**config.mk**
```make
export PLATFORM = sky130hd
export DESIGN_NAME = regfile_wb_arbiter
export DESIGN_NICKNAME = d
export VERILOG_FILES = /design/src/rtl/regfile_pkg.sv /design/src/rtl/wb_hold_slot.sv /design/src/rtl/regfile_wb_arbiter.sv
export SDC_FILE = /design/constraint.sdc
export NUM_CORES = 1
export LEC_CHECK = 0
export CAP_MARGIN = 20
export CELL_PAD_IN_SITES_DETAIL_PLACEMENT = 0
export CELL_PAD_IN_SITES_GLOBAL_PLACEMENT = 2
export CORE_ASPECT_RATIO = 2
export CORE_MARGIN = 2
export CORE_UTILIZATION = 32
export CTS_BUF_LIST = sky130_fd_sc_hd__clkbuf_8
export DETAILED_ROUTE_END_ITERATION = 7
export PLACE_DENSITY = 0.8
export SETUP_SLACK_MARGIN = 0.3
export SYNTH_ARGS = -nofsm -noshare
export SYNTH_HDL_FRONTEND = slang
export SYNTH_SLANG_ARGS = --single-unit
```
**constraint.sdc**
```tcl
create_clock -name clk -period 2.1 [get_ports clk]
set_input_delay 0.42 -clock clk [delete_from_list [all_inputs] [get_ports clk]]
set_output_delay 0.42 -clock clk [all_outputs]
set_load 0.01 [all_outputs]
```
**src/rtl/regfile_pkg.sv**
```systemverilog
// Shared constants and types for the register file writeback arbiter.
package regfile_pkg;
    localparam int DEF_BITSIZE = 16;
    localparam int DEF_ADDSIZE = 4;
    localparam int ZERO_REG    = 0;

    typedef enum logic {
        REQ_A = 1'b0,
        REQ_B = 1'b1
    } req_id_t;
endpackage

```
**src/rtl/wb_hold_slot.sv**
```systemverilog
// One-entry writeback holding slot with valid/ready handshake.
module wb_hold_slot #(
    parameter int BITSIZE = 16,
    parameter int ADDSIZE = 4
) (
    input  logic               clk,
    input  logic               rst,
    input  logic               valid,
    output logic               ready,
    input  logic [ADDSIZE-1:0] addr,
    input  logic [BITSIZE-1:0] data,
    input  logic               grant,
    output logic               pend,
    output logic [ADDSIZE-1:0] addr_q,
    output logic [BITSIZE-1:0] data_q
);
    logic               pend_reg;
    logic [ADDSIZE-1:0] addr_reg;
    logic [BITSIZE-1:0] data_reg;
    logic               load;

    // A granted slot frees up this cycle, so it can take a new write back-to-back.
    assign ready = ~rst & (~pend_reg | grant);
    assign load  = valid & ready;

    always_ff @(posedge clk) begin
        if (rst) begin
            pend_reg <= 1'b0;
            addr_reg <= '0;
            data_reg <= '0;
        end else if (load) begin
            pend_reg <= 1'b1;
            addr_reg <= addr;
            data_reg <= data;
        end else if (grant) begin
            pend_reg <= 1'b0;
        end
    end

    assign pend   = pend_reg;
    assign addr_q = addr_reg;
    assign data_q = data_reg;
endmodule

```
**src/rtl/regfile_wb_arbiter.sv**
```systemverilog
// Round-robin arbiter sharing the register file write port between ALU (A) and load (B) writeback.
// Optional WB_R0_DROP_EN: writes to register 0 are accepted but never reach the write port.
module regfile_wb_arbiter
    import regfile_pkg::*;
#(
    parameter int BITSIZE = DEF_BITSIZE,
    parameter int ADDSIZE = DEF_ADDSIZE
) (
    input  logic               clk,
    input  logic               rst,
    input  logic               a_valid,
    output logic               a_ready,
    input  logic [ADDSIZE-1:0] a_addr,
    input  logic [BITSIZE-1:0] a_data,
    input  logic               b_valid,
    output logic               b_ready,
    input  logic [ADDSIZE-1:0] b_addr,
    input  logic [BITSIZE-1:0] b_data,
    output logic [ADDSIZE-1:0] rw,
    output logic [BITSIZE-1:0] wdat,
    output logic               wren,
    output logic               busy
);
    logic               pend_a, pend_b;
    logic [ADDSIZE-1:0] addr_a, addr_b;
    logic [BITSIZE-1:0] data_a, data_b;
    logic               grant_a, grant_b;
    logic [ADDSIZE-1:0] addr_g;
    logic [BITSIZE-1:0] data_g;
    req_id_t            rr_last_reg;
    logic [ADDSIZE-1:0] rw_reg;
    logic [BITSIZE-1:0] wdat_reg;
    logic               wren_reg;

    wb_hold_slot #(.BITSIZE(BITSIZE), .ADDSIZE(ADDSIZE)) u_slot_a (
        .clk(clk), .rst(rst), .valid(a_valid), .ready(a_ready),
        .addr(a_addr), .data(a_data), .grant(grant_a),
        .pend(pend_a), .addr_q(addr_a), .data_q(data_a)
    );

    wb_hold_slot #(.BITSIZE(BITSIZE), .ADDSIZE(ADDSIZE)) u_slot_b (
        .clk(clk), .rst(rst), .valid(b_valid), .ready(b_ready),
        .addr(b_addr), .data(b_data), .grant(grant_b),
        .pend(pend_b), .addr_q(addr_b), .data_q(data_b)
    );

    // On a tie, the slot that did not win last time goes first.
    assign grant_a = pend_a & (~pend_b | (rr_last_reg == REQ_B));
    assign grant_b = pend_b & ~grant_a;
    assign addr_g  = grant_a ? addr_a : addr_b;
    assign data_g  = grant_a ? data_a : data_b;

    always_ff @(posedge clk) begin
        if (rst) begin
            rr_last_reg <= REQ_B;
            rw_reg      <= '0;
            wdat_reg    <= '0;
            wren_reg    <= 1'b0;
        end else if (grant_a | grant_b) begin
            rr_last_reg <= grant_a ? REQ_A : REQ_B;
            rw_reg      <= addr_g;
            wdat_reg    <= data_g;
`ifdef WB_R0_DROP_EN
            wren_reg    <= (addr_g != ADDSIZE'(ZERO_REG));
`else
            wren_reg    <= 1'b1;
`endif
        end else begin
            wren_reg    <= 1'b0;
        end
    end

    assign rw   = rw_reg;
    assign wdat = wdat_reg;
    assign wren = wren_reg;
    assign busy = pend_a | pend_b | wren_reg;
endmodule
```
## After elaboration in Yosys (flattened, before gate mapping)

Cells that the tools add are included.
Widths: inputs -> output; s select.

| cells by class | value |
|---|---|
| multiplexer cells | 8 |
| bitwise gates (word level) | 16 |
| reductions and logical operators | 2 |

Operators with widths:

| cell | count |
|---|---|
| $mux 16 | 1 |
| $and 1x1->1 | 6 |
| $mux 1 | 6 |
| $or 1x1->1 | 6 |
| $mux 4 | 1 |
| $not 1->1 | 4 |
| $reduce_bool 2->1 | 2 |

| storage, ports and cells | value |
|---|---|
| register bits | 64 |
| word-level logic and storage cells | 36 |
| input bits | 44 |
| output and inout bits | 24 |

## Depth between registers and ports, before layout

Gate-level depths: netlist of run 1.

| logic depth | value |
|---|---|
| depth in word-level cells | 9 |
| gate-level depth with buffers | 5 |
| mapped depth without buffers | 3 |

## Hierarchy

Synthesis of run 1 repeated with hierarchy kept, for this count alone.

| unflattened totals | value |
|---|---|
| cell total of the unflattened synthesis | 263 |
| area, all modules | 2747.6 um^2 |

Modules (own cells, without submodules):

| module | cells each | sequential area each (um^2) | area an instance (um^2) | instances |
|---|---|---|---|---|
| wb_hold_slot | 92 | 420.4 | 947.2 | 2 |
| regfile_wb_arbiter | 79 | 440.4 | 853.3 | 1 |

## Least setup slack after synthesis of run 1

No wires, ideal clock.

| timing | value |
|---|---|
| kind | reg2reg |
| start | register u_slot_a.pend_reg (netlist: u_slot_a.pend) |
| end | register u_slot_a.addr_reg[0] (netlist: u_slot_a.addr_q[0]) |
| slack | 0.559 ns |
| path buffers | 2 |
| cell stages (with the launch flop) | 6 |
| period minus slack after synthesis | 1.541 ns |
| setup time | 0.121 ns |
| data arrival time | 1.419 ns |
| required time | 1.979 ns |
| path through | dfxtp_1 buf_6 and3b_1 or3b_4 buf_6 mux2_4 |

| between the ends | value |
|---|---|
| word-level cells in the longest chain between the ends | 4 |
| elaborated cells between the ends (all ways) | 5 |
| those cells by class | bitwise: 5 |

Ends and longest elaborated chain:

| item | line | RTL |
|---|---|---|
| start: declaration | wb_hold_slot.sv:17 | `logic pend_reg;` |
| start signal: assignment | wb_hold_slot.sv:28 | `pend_reg <= 1'b0;` |
| start signal: assignment | wb_hold_slot.sv:32 | `pend_reg <= 1'b1;` |
| start signal: assignment | wb_hold_slot.sv:36 | `pend_reg <= 1'b0;` |
| $and 1x1->1 / $not 1->1 (equally long branches) | regfile_wb_arbiter.sv:48, wb_hold_slot.sv:23 |  |
| $or 1x1->1 * | wb_hold_slot.sv:23 | `assign ready = ~rst & (~pend_reg \| grant);` |
| $and 1x1->1 * | wb_hold_slot.sv:23 |  |
| $and 1x1->1 * | wb_hold_slot.sv:24 | `assign load = valid & ready;` |
| end signal: assignment | wb_hold_slot.sv:33 | `addr_reg <= addr;` |
| end: declaration | wb_hold_slot.sv:18 | `logic [ADDSIZE-1:0] addr_reg;` |

Mark *: on every way between the ends. The rest lies on a longest branch, timed or not.
A chain may end at the register's enable or synchronous reset.

## Worst setup path after layout of run 1

| timing | value |
|---|---|
| start | register u_slot_a.pend_reg (netlist: u_slot_a.pend) |
| end | output port busy |

| between the ends | value |
|---|---|
| word-level cells in the longest chain between the ends | 2 |

Ends and longest elaborated chain:

| item | line | RTL |
|---|---|---|
| $or 1x1->1 (2 in a row) | regfile_wb_arbiter.sv:76 | `assign busy = pend_a \| pend_b \| wren_reg;` |
| end: declaration | regfile_wb_arbiter.sv:22 | `output logic busy` |

Every way passes these cells.

==> flow_summary.toml, run 1 <==
[global_routing]
gr-total-overflow = 0
antenna_found_initial = 0
grt_pass1_wl_um = 9770
grt_max_degree = 24
grt_pass1_vias = 1941
grt_usage_pct = 15.55

[sta]
slew_headroom_pct = 32.68
rsz0062_at_grt = "false"
worstMarginPinSlew_ps = 1007
finalHoldViolations = 0
setup_slack_ps = 356.0
drv_slew = 0
skew_ps = 6.966
final.setup.tns_ps = 0
finalCritPeriodShare_pct = 83.05
setup_viol = 0
period_needed_ps = 1744
max_freq_ghz = 0.5734

[worst_setup_path]
cp.required_ps = 1680
setup.worst_path.end = "busy"
crit_type = "flip-flop to primary output"
r2r-start = "u_slot_a.pend"
crit_slowest_cell = "dfxtp_4"
crit_start = "u_slot_a.pend"
critPathTopFamily = "flip-flops"
r2r_end = "u_slot_a.data_q[0]"
cp-start-kind = "flip-flop"
crit_buf_inv = 1
crit_path_end_kind = "primary output"
reg2reg_slack_ps = 450
path_cells = "or3_1, clkdlybuf4s15_1"
arrival_ps = 1320
reg2reg_depth = 3
slowest_delay_ps = 380
crit_fanout = 9
worst-path-stages = 2

[detailed_routing]
drt_iter0_markers = 66
ant_nets = 0
wl_met3_um = 260
num_vias = 1823
vias_per_cell = 4.686
wl_per_cell_um = 15.70
routed_wl_um = 6106
wl_met2_um = 3278
drt-met1-wl_um = 2442
drt_first_pass_iters = 4
top_layer = "met4"
drc = 0

[die]
dieArea_um2 = 8828
num_rows = 46
chipWidth_um = 67.45
start_util_pct = 32.67
fp.dieH_um = 130.9
core_um2 = 7885
ios = 68

[placement]
dpl_cell_area_um2 = 3357
hpwl_um = 4015
place_congestion = 0.6502
pre_cts_slack_ps = 101.4
io_buffers = 67

[pwr]
finalPower_mw = 2.874
max-vdd-ir-drop_mv = 0.3911
p_leak_nw = 1.493
pwr_density_cell_nw_per_um2 = 801.9

[finish]
final_cell_area_um2 = 3583
num-nets-final = 332
syn2layout_area_growth_pct = 39.10
layout-drive-gt1-share_pct = 23.89
antenna_cells = 0

[logic_synthesis]
synth_most_common_cell = "dfxtp_1"
synth_top_area_cell = "dfxtp_1"
ys.flop_type = "dfxtp_1"
syn_area_per_cell_um2 = 11.71
synth_edf_count = 0
syn-num-nets = 264
synth.yosys.warnings = 0
ys_seq_area_share_pct = 49.73
synth-seq-cells = 64
ys_top_cells_by_count = "dfxtp_1 (64), nor2b_1 (40)"
synthArstFlopShare_pct = 0
synth_top_area_share_pct = 49.73
synthTopCellsByArea = "dfxtp_1 (50%), mux2_4 (12%), nor2b_1 (9.7%)"
ys_types = 21
syn_inst = 220
synth_area_um2 = 2576

[clocking]
cts_hold_buf = 0
cts_max_level = 3
cts_tree = "yes"
clockBufferDepth = 2
clk_latency_ps = 340
cts-buffers-inserted = 9
cts-root-buf = "clkbuf_8"
cts_setup_buffers = 0
cts-resized-gates = 9
clkSinkCount = 64
clkTransAtPathRegs_ps = 70

[job]
drv_cap = 0

[outcome]
status = "complete, no violations"

[min_path]
hold_class = "input pin to flip-flop"
-- stage by stage --
step | std cells | hold slack [ps] | utilization (%)
CTS | 389 | 308.5 | 45.45
finish | 389 | 327.4 | 45.45
global route | 389 | 331.2 | 45.45
floorplan | 220 | 447.1 | -
global placement | 373 | 456.9 | 42.57
detailed placement | 373 | 460.3 | 42.57
-- logic make-up after synthesis --
group	Yosys count	share of synthesized area, %
AOI/OAI and AO/OA	24	8.742
buffers and inverters	18	3.594
muxes	40	20.40
and+or+nand+nor	74	17.53
DFF	64	49.73
-- area by class of cell --
class | count | area, um^2
Fill cell | 754 | 4302
Sequential cell | 64 | 1290
Multi-Input combinational cell | 138 | 1225
Timing Repair Buffer | 73 | 720.7
Clock buffer | 10 | 137.6
Tap cell | 96 | 120.1
Clock inverter | 6 | 82.58
Inverter | 2 | 7.507
-- worst min-delay path by stage --
stage / endpoint / slack [ps] / start / cells past startpoint
2_1_floorplan: rw[0] / 450 / u_slot_a.addr_q[0] / 1
3_3_place_gp: wdat[10] / 460 / u_slot_b.data_q[10] / 1
3_5_place_dp: wdat[15] / 460 / u_slot_b.data_q[15] / 1
4_1_cts: u_slot_b.pend / 310 / rst / 2
5_1_grt: u_slot_b.pend / 330 / rst / 2
6_report: u_slot_b.pend / 330 / rst / 2
-- power by group --
| group | leakage (nW) | switching, mW | internal (mW) |
|---|---|---|---|
| logic | 0.852 | 0.126 | 0.236 |
| clock network | 0.112 | 0.473 | 0.694 |
| registers | 0.528 | 0.0477 | 1.30 |
-- routing by layer --
layer,up-vias,GRT usage [%]
li1,901,-
met1,868,16.68
met2,47,26.79
met3,7,3.767
met4,0,9.364
met5,-,0
-- cell usage in the layout, fill, tap and decap left out, types with 3 or more instances in the layout --
cell / Yosys / final
buf_4: 0 / 5
and2_1: 20 / 20
mux2_4: 20 / 20
dfxtp_1: 64 / 61
mux2_2: 20 / 20
a221o_1: 20 / 20
clkdlybuf4s50_1: 0 / 63
clkinv_2: 0 / 3
clkbuf_8: 0 / 10
nor2b_1: 40 / 40
nor2_1: 7 / 7
Note: power is estimated with default switching activity, not from simulation.
==> run 2: changes to the inputs <==
Clock period 2.1 ns to 1.65 ns, I/O delays scaled along.
==> run 2 against run 1 <==
  * Design area up 6.9%
  * Largest power group unchanged
  * Critical endpoint is now u_slot_a.data_q[14]
  * Register-to-register slack got worse by 370 ps
  * Power increased by 19%
  * Via count is 6.5% higher
  * Final cell count up 6.4%
  * Worst setup slack got worse by 280 ps
  * Clock skew about the same
  * Highest routed layer unchanged
  * Hold slack better by 110 ps
  * Wire length rose by 12%
==> flow_summary.toml, run 2 (synthesis results as in run 1) <==
[outcome]
status = "complete, no violations"

[clocking]
clk_latency_ps = 340
cts-root-buf = "clkbuf_8"
clkTransAtPathRegs_ps = 70
clkSinkCount = 64
cts-buffers-inserted = 9
cts_hold_buf = 0
cts_tree = "yes"
clockBufferDepth = 2
cts_max_level = 3

[detailed_routing]
drt_first_pass_iters = 4
wl_met2_um = 3688
drt-met1-wl_um = 2668
wl_per_cell_um = 16.51
drt_iter0_markers = 60
routed_wl_um = 6837
top_layer = "met4"
wl_met3_um = 306
drc = 0
ant_nets = 0
num_vias = 1941
vias_per_cell = 4.688

[die]
chipWidth_um = 67.45
dieArea_um2 = 8828
num_rows = 46
fp.dieH_um = 130.9
ios = 68
core_um2 = 7885
start_util_pct = 32.67

[sta]
slew_headroom_pct = 78.51
period_needed_ps = 1571
rsz0062_at_grt = "true"
setup_slack_ps = 78.74
finalHoldViolations = 0
max_freq_ghz = 0.6364
drv_slew = 0
finalCritPeriodShare_pct = 95.23
final.setup.tns_ps = 0
worstMarginPinSlew_ps = 322.0
skew_ps = 6.491
setup_viol = 0

[placement]
hpwl_um = 4123
place_congestion = 0.7236
pre_cts_slack_ps = -166.6
io_buffers = 67
dp_cells = 378
dpl_cell_area_um2 = 3411

[finish]
antenna_cells = 0
final_common_cell = "dfxtp_1"
stdcell_count = 414
num-nets-final = 358
syn2layout_area_growth_pct = 48.66
nFillCells = 749
post-route-util_pct = 48.57
layout_common_cells = "dfxtp_1 (61), clkdlybuf4s50_1 (42), nor2b_1 (40)"
layout-drive-gt1-share_pct = 31.76
final_cell_area_um2 = 3830

[worst_setup_path]
cp.required_ps = 1880
path_cells = "and3b_1, or3b_4, buf_12, mux2_4"
crit_fanout = 20
crit_slowest_cell = "or3b_4"
crit_buf_inv = 1
crit_path_end_kind = "flip-flop"
slowest_delay_ps = 390
crit_type = "flip-flop to flip-flop"
arrival_ps = 1800
critPathTopFamily = "simple AND/OR/NAND/NOR gates"
cp-start-kind = "flip-flop"

[pwr]
p_leak_nw = 1.707
max-vdd-ir-drop_mv = 0.4699
pwr_density_cell_nw_per_um2 = 895.5

[global_routing]
grt_usage_pct = 16.94
grt_max_degree = 26
grt_pass1_vias = 1954
gr-total-overflow = 0
antenna_found_initial = 0
grt_pass1_wl_um = 10380

[min_path]
hold_class = "input pin to flip-flop"

[job]
drv_cap = 0
==> run 2: cell count changes in the layout (fill, tap and decap cells not counted), moves of 2 or more <==
cell	before	now
clkdlybuf4s50_1	63	42
dlygate4sd2_1	2	17
buf_4	5	17
buf_6	0	10
clkdlybuf4s15_1	1	4
buf_2	1	3
bufinv_16	2	0
==> run 2: worst paths after layout <==
check	startpoint	to	slack (ps)	depth (start not counted)
hold / removal	rst	u_slot_a.pend	430	3
setup reg to reg	u_slot_a.pend	u_slot_a.data_q[14]	80	4
setup / recovery	u_slot_a.pend	u_slot_a.data_q[14]	80	4
hold reg to reg	u_slot_b.addr_q[3]	rw[3]	480	1
==> run 2: layout make-up <==
type / count / area, um^2 / share of cell area (%)
clock buffers: 11 / 151.4 / 3.953
clock inverters: 4 / 21.27 / 0.5554
inverters: 2 / 11.26 / 0.2940
multi-input cells: 139 / 1281 / 33.45
flip-flops and latches: 64 / 1292 / 33.75
well taps: 96 / 120.1 / 3.136
repair buffers: 98 / 952.2 / 24.86
==> run 2: per-layer routing <==
| layer | track usage (%) | vias to the layer above |
|---|---|---|
| met1 | 17.97 | 922 |
| li1 | - | 958 |
| met3 | 5.736 | 12 |
| met2 | 29.00 | 49 |
| met4 | 8.764 | 0 |
| met5 | 0 | - |
==> run 2: timing repair <==
item | 4_1_cts | 5_1_grt
buffers inserted | 11 | 5
endpoints found under the setup margin | 84 | 66
endpoints found under the hold margin | 0 | 0
pin swaps | 6 | 4
gates resized for setup | 58 | 8
cloned | 5 | 0
==> run 2: where the power goes <==
group          switching, mW  internal, mW
clock network          0.574         0.607
registers             0.0558          1.65
logic                  0.197         0.345
total                  0.826          2.60
==> run 2: tightest hold or removal path, stage by stage <==
cell and delay (ps):
buf_2 180, buf_4 180, nor2_1 50
==> run 2: per-stage QoR <==
stage / total power, mW / hold WS, ps
6_report: 3.430 / 434.7
5_1_grt: 3.602 / 428.3
4_1_cts: 3.467 / 410.1
3_5_place_dp: 2.230 / 461.1
3_3_place_gp: 2.222 / 459.2
2_1_floorplan: 1.978 / 447.1
==> run 3: changes to the inputs <==
Settings changed: PLACE_DENSITY 0.8 to default, PLACE_DENSITY_LB_ADDON from default to 0.05.
==> run 3 against run 2 <==
  * The run now ends with negative setup slack left
  * Count of clock-buffer cells in the layout unchanged
  * Non-clock buffer count down 4
  * Wire length down 1.2%
  * Global-route usage down 0.47 points
  * Highest routed layer unchanged
  * Critical path depth up 1
  * Hold slack better by 40 ps
  * First-iteration DRC count down 12%
  * Largest cell class is now multi-input combinational cells
==> flow_summary.toml, run 3 (synthesis results as in run 1) <==
[outcome]
status = "complete, but fails checks"
violations = "negative setup slack"

[placement]
place_congestion = 0.6733
hpwl_um = 4170
dpl_cell_area_um2 = 3430
dp_cells = 381
pre_cts_slack_ps = -205.6
io_buffers = 67

[sta]
finalHoldViolations = 0
max_freq_ghz = 0.6031
worstMarginPinSlew_ps = 340.5
final.setup.tns_ps = -67.78
finalCritPeriodShare_pct = 100.5
skew_ps = 6.623
drv_slew = 0
slew_headroom_pct = 77.30
setup_viol = 15
period_needed_ps = 1658
rsz0062_at_grt = "true"
whs_ps = 474.4
setup_slack_ps = -8.072

[finish]
stdcell_count = 410
post-route-util_pct = 49.78
nFillCells = 743
antenna_cells = 0
num-nets-final = 353
layout-drive-gt1-share_pct = 30.89
syn2layout_area_growth_pct = 52.36
final_cell_area_um2 = 3925
layout_common_cells = "dfxtp_1 (61), clkdlybuf4s50_1 (42), nor2b_1 (40), mux2_4 (40)"
final_common_cell = "dfxtp_1"

[clocking]
clk_latency_ps = 350
cts_tree = "yes"
cts-buffers-inserted = 9
clkTransAtPathRegs_ps = 70
cts-root-buf = "clkbuf_8"
clkSinkCount = 64
cts_max_level = 3
clockBufferDepth = 2

[worst_setup_path]
path_cells = "buf_6, and3b_1, or3b_4, buf_12, mux2_4"
reg2reg_slack_ps = -8
r2r-start = "u_slot_a.pend"
reg2reg_depth = 5
crit_type = "flip-flop to flip-flop"
crit_fanout = 20
slowest_delay_ps = 400
cp.required_ps = 1880
arrival_ps = 1890
r2r_end = "u_slot_a.data_q[15]"
cp-start-kind = "flip-flop"
crit_slowest_cell = "or3b_4"
crit_path_end_kind = "flip-flop"

[die]
core_um2 = 7885
num_rows = 46
start_util_pct = 32.67
ios = 68
chipWidth_um = 67.45
dieArea_um2 = 8828
fp.dieH_um = 130.9

[global_routing]
gr-total-overflow = 0
antenna_found_initial = 0
grt_usage_pct = 16.47
grt_max_degree = 28
grt_pass1_vias = 2055
grt_pass1_wl_um = 10360

[min_path]
worst_hold_path.num_cells = 1
hold_end = "rw[3]"
hold_class = "flip-flop to flip-flop"
hold_start = "u_slot_a.addr_q[3]"

[pwr]
p_leak_nw = 1.798
clkPwrFrac_pct = 42.9
pwr-share-comb_pct = 14.1
pwr_density_cell_nw_per_um2 = 1011
switching_share_pct = 21.94
finalPower_mw = 3.967
p_int_mw = 3.096
max-vdd-ir-drop_mv = 0.5399
sequentialPowerShare_pct = 43.0
switching_power_uw = 870.4

[detailed_routing]
num_vias = 1903
drc = 0
routed_wl_um = 6753
drt_first_pass_iters = 4
vias_per_cell = 4.641
drt_iter0_markers = 53
ant_nets = 0
wl_per_cell_um = 16.47

[job]
drv_cap = 0
## run 3: cell count changes in the layout (fill, tap and decap cells not counted), moves of 2 or more
| cell | delta |
|---|---|
| dfxtp_2 | +3 |
| bufinv_16 | +3 |
| clkdlybuf4s15_1 | -2 |
| dfxtp_4 | -3 |
| dlygate4sd2_1 | +2 |
| buf_4 | -3 |
| mux2_4 | +20 |
| mux2_2 | -20 |
## run 3: worst max-delay path, delay by kind of cell (launching register included)
| kind | cells | cell delay [ps] |
|---|---|---|
| buf+inv | 2 | 310 |
| flops | 1 | 330 |
| mux | 1 | 310 |
| simple gates | 2 | 600 |
## run 3: worst max-delay path by stage
stage | slack, ps | to | startpoint | cells after the start
after floorplan | 110 | u_slot_a.addr_q[0] | u_slot_a.pend | 5
after global placement | -180 | u_slot_a.data_q[8] | a_valid | 4
after detailed placement | -210 | u_slot_a.data_q[0] | a_valid | 4
after CTS | -4 | u_slot_a.data_q[15] | u_slot_a.pend | 5
after global routing | -50 | u_slot_a.data_q[2] | u_slot_a.pend | 5
final | -8 | u_slot_a.data_q[15] | u_slot_a.pend | 5
## run 3: layout make-up
| class | count | area, um^2 | share of cell area [%] |
|---|---|---|---|
| Clock buffer | 11 | 151.4 | 3.857 |
| Clock inverter | 5 | 102.6 | 2.614 |
| Inverter | 2 | 7.507 | 0.1913 |
| Multi-Input combinational cell | 138 | 1345 | 34.27 |
| Sequential cell | 64 | 1285 | 32.74 |
| Tap cell | 96 | 120.1 | 3.060 |
| Timing Repair Buffer | 94 | 913.4 | 23.27 |
## run 3: timing repair
action                     in CTS  in global routing
setup endpoints to repair      84                 65
hold buffers                    0                  0
pin swaps                       4                  5
buffers inserted                6                  5
cloned                          1                  1
gates resized for setup        48                 30
hold endpoints to repair        0                  0
## run 3: power groups by stage
stage / Sequential (mW) / Combinational (mW) / Clock (mW)
after floorplan: 1.74 / 0.240 / 0
after global placement: 1.75 / 0.486 / 0
after detailed placement: 1.74 / 0.492 / 0
after CTS: 1.71 / 0.501 / 1.75
after global routing: 1.72 / 0.603 / 1.82
final: 1.71 / 0.558 / 1.70
## run 3: per-layer routing
metal / wire, um / track usage, %
met5: 0 / 0
met2: 3551 / 28.36
met3: 228 / 4.452
met4: 163 / 8.643
met1: 2809 / 17.96
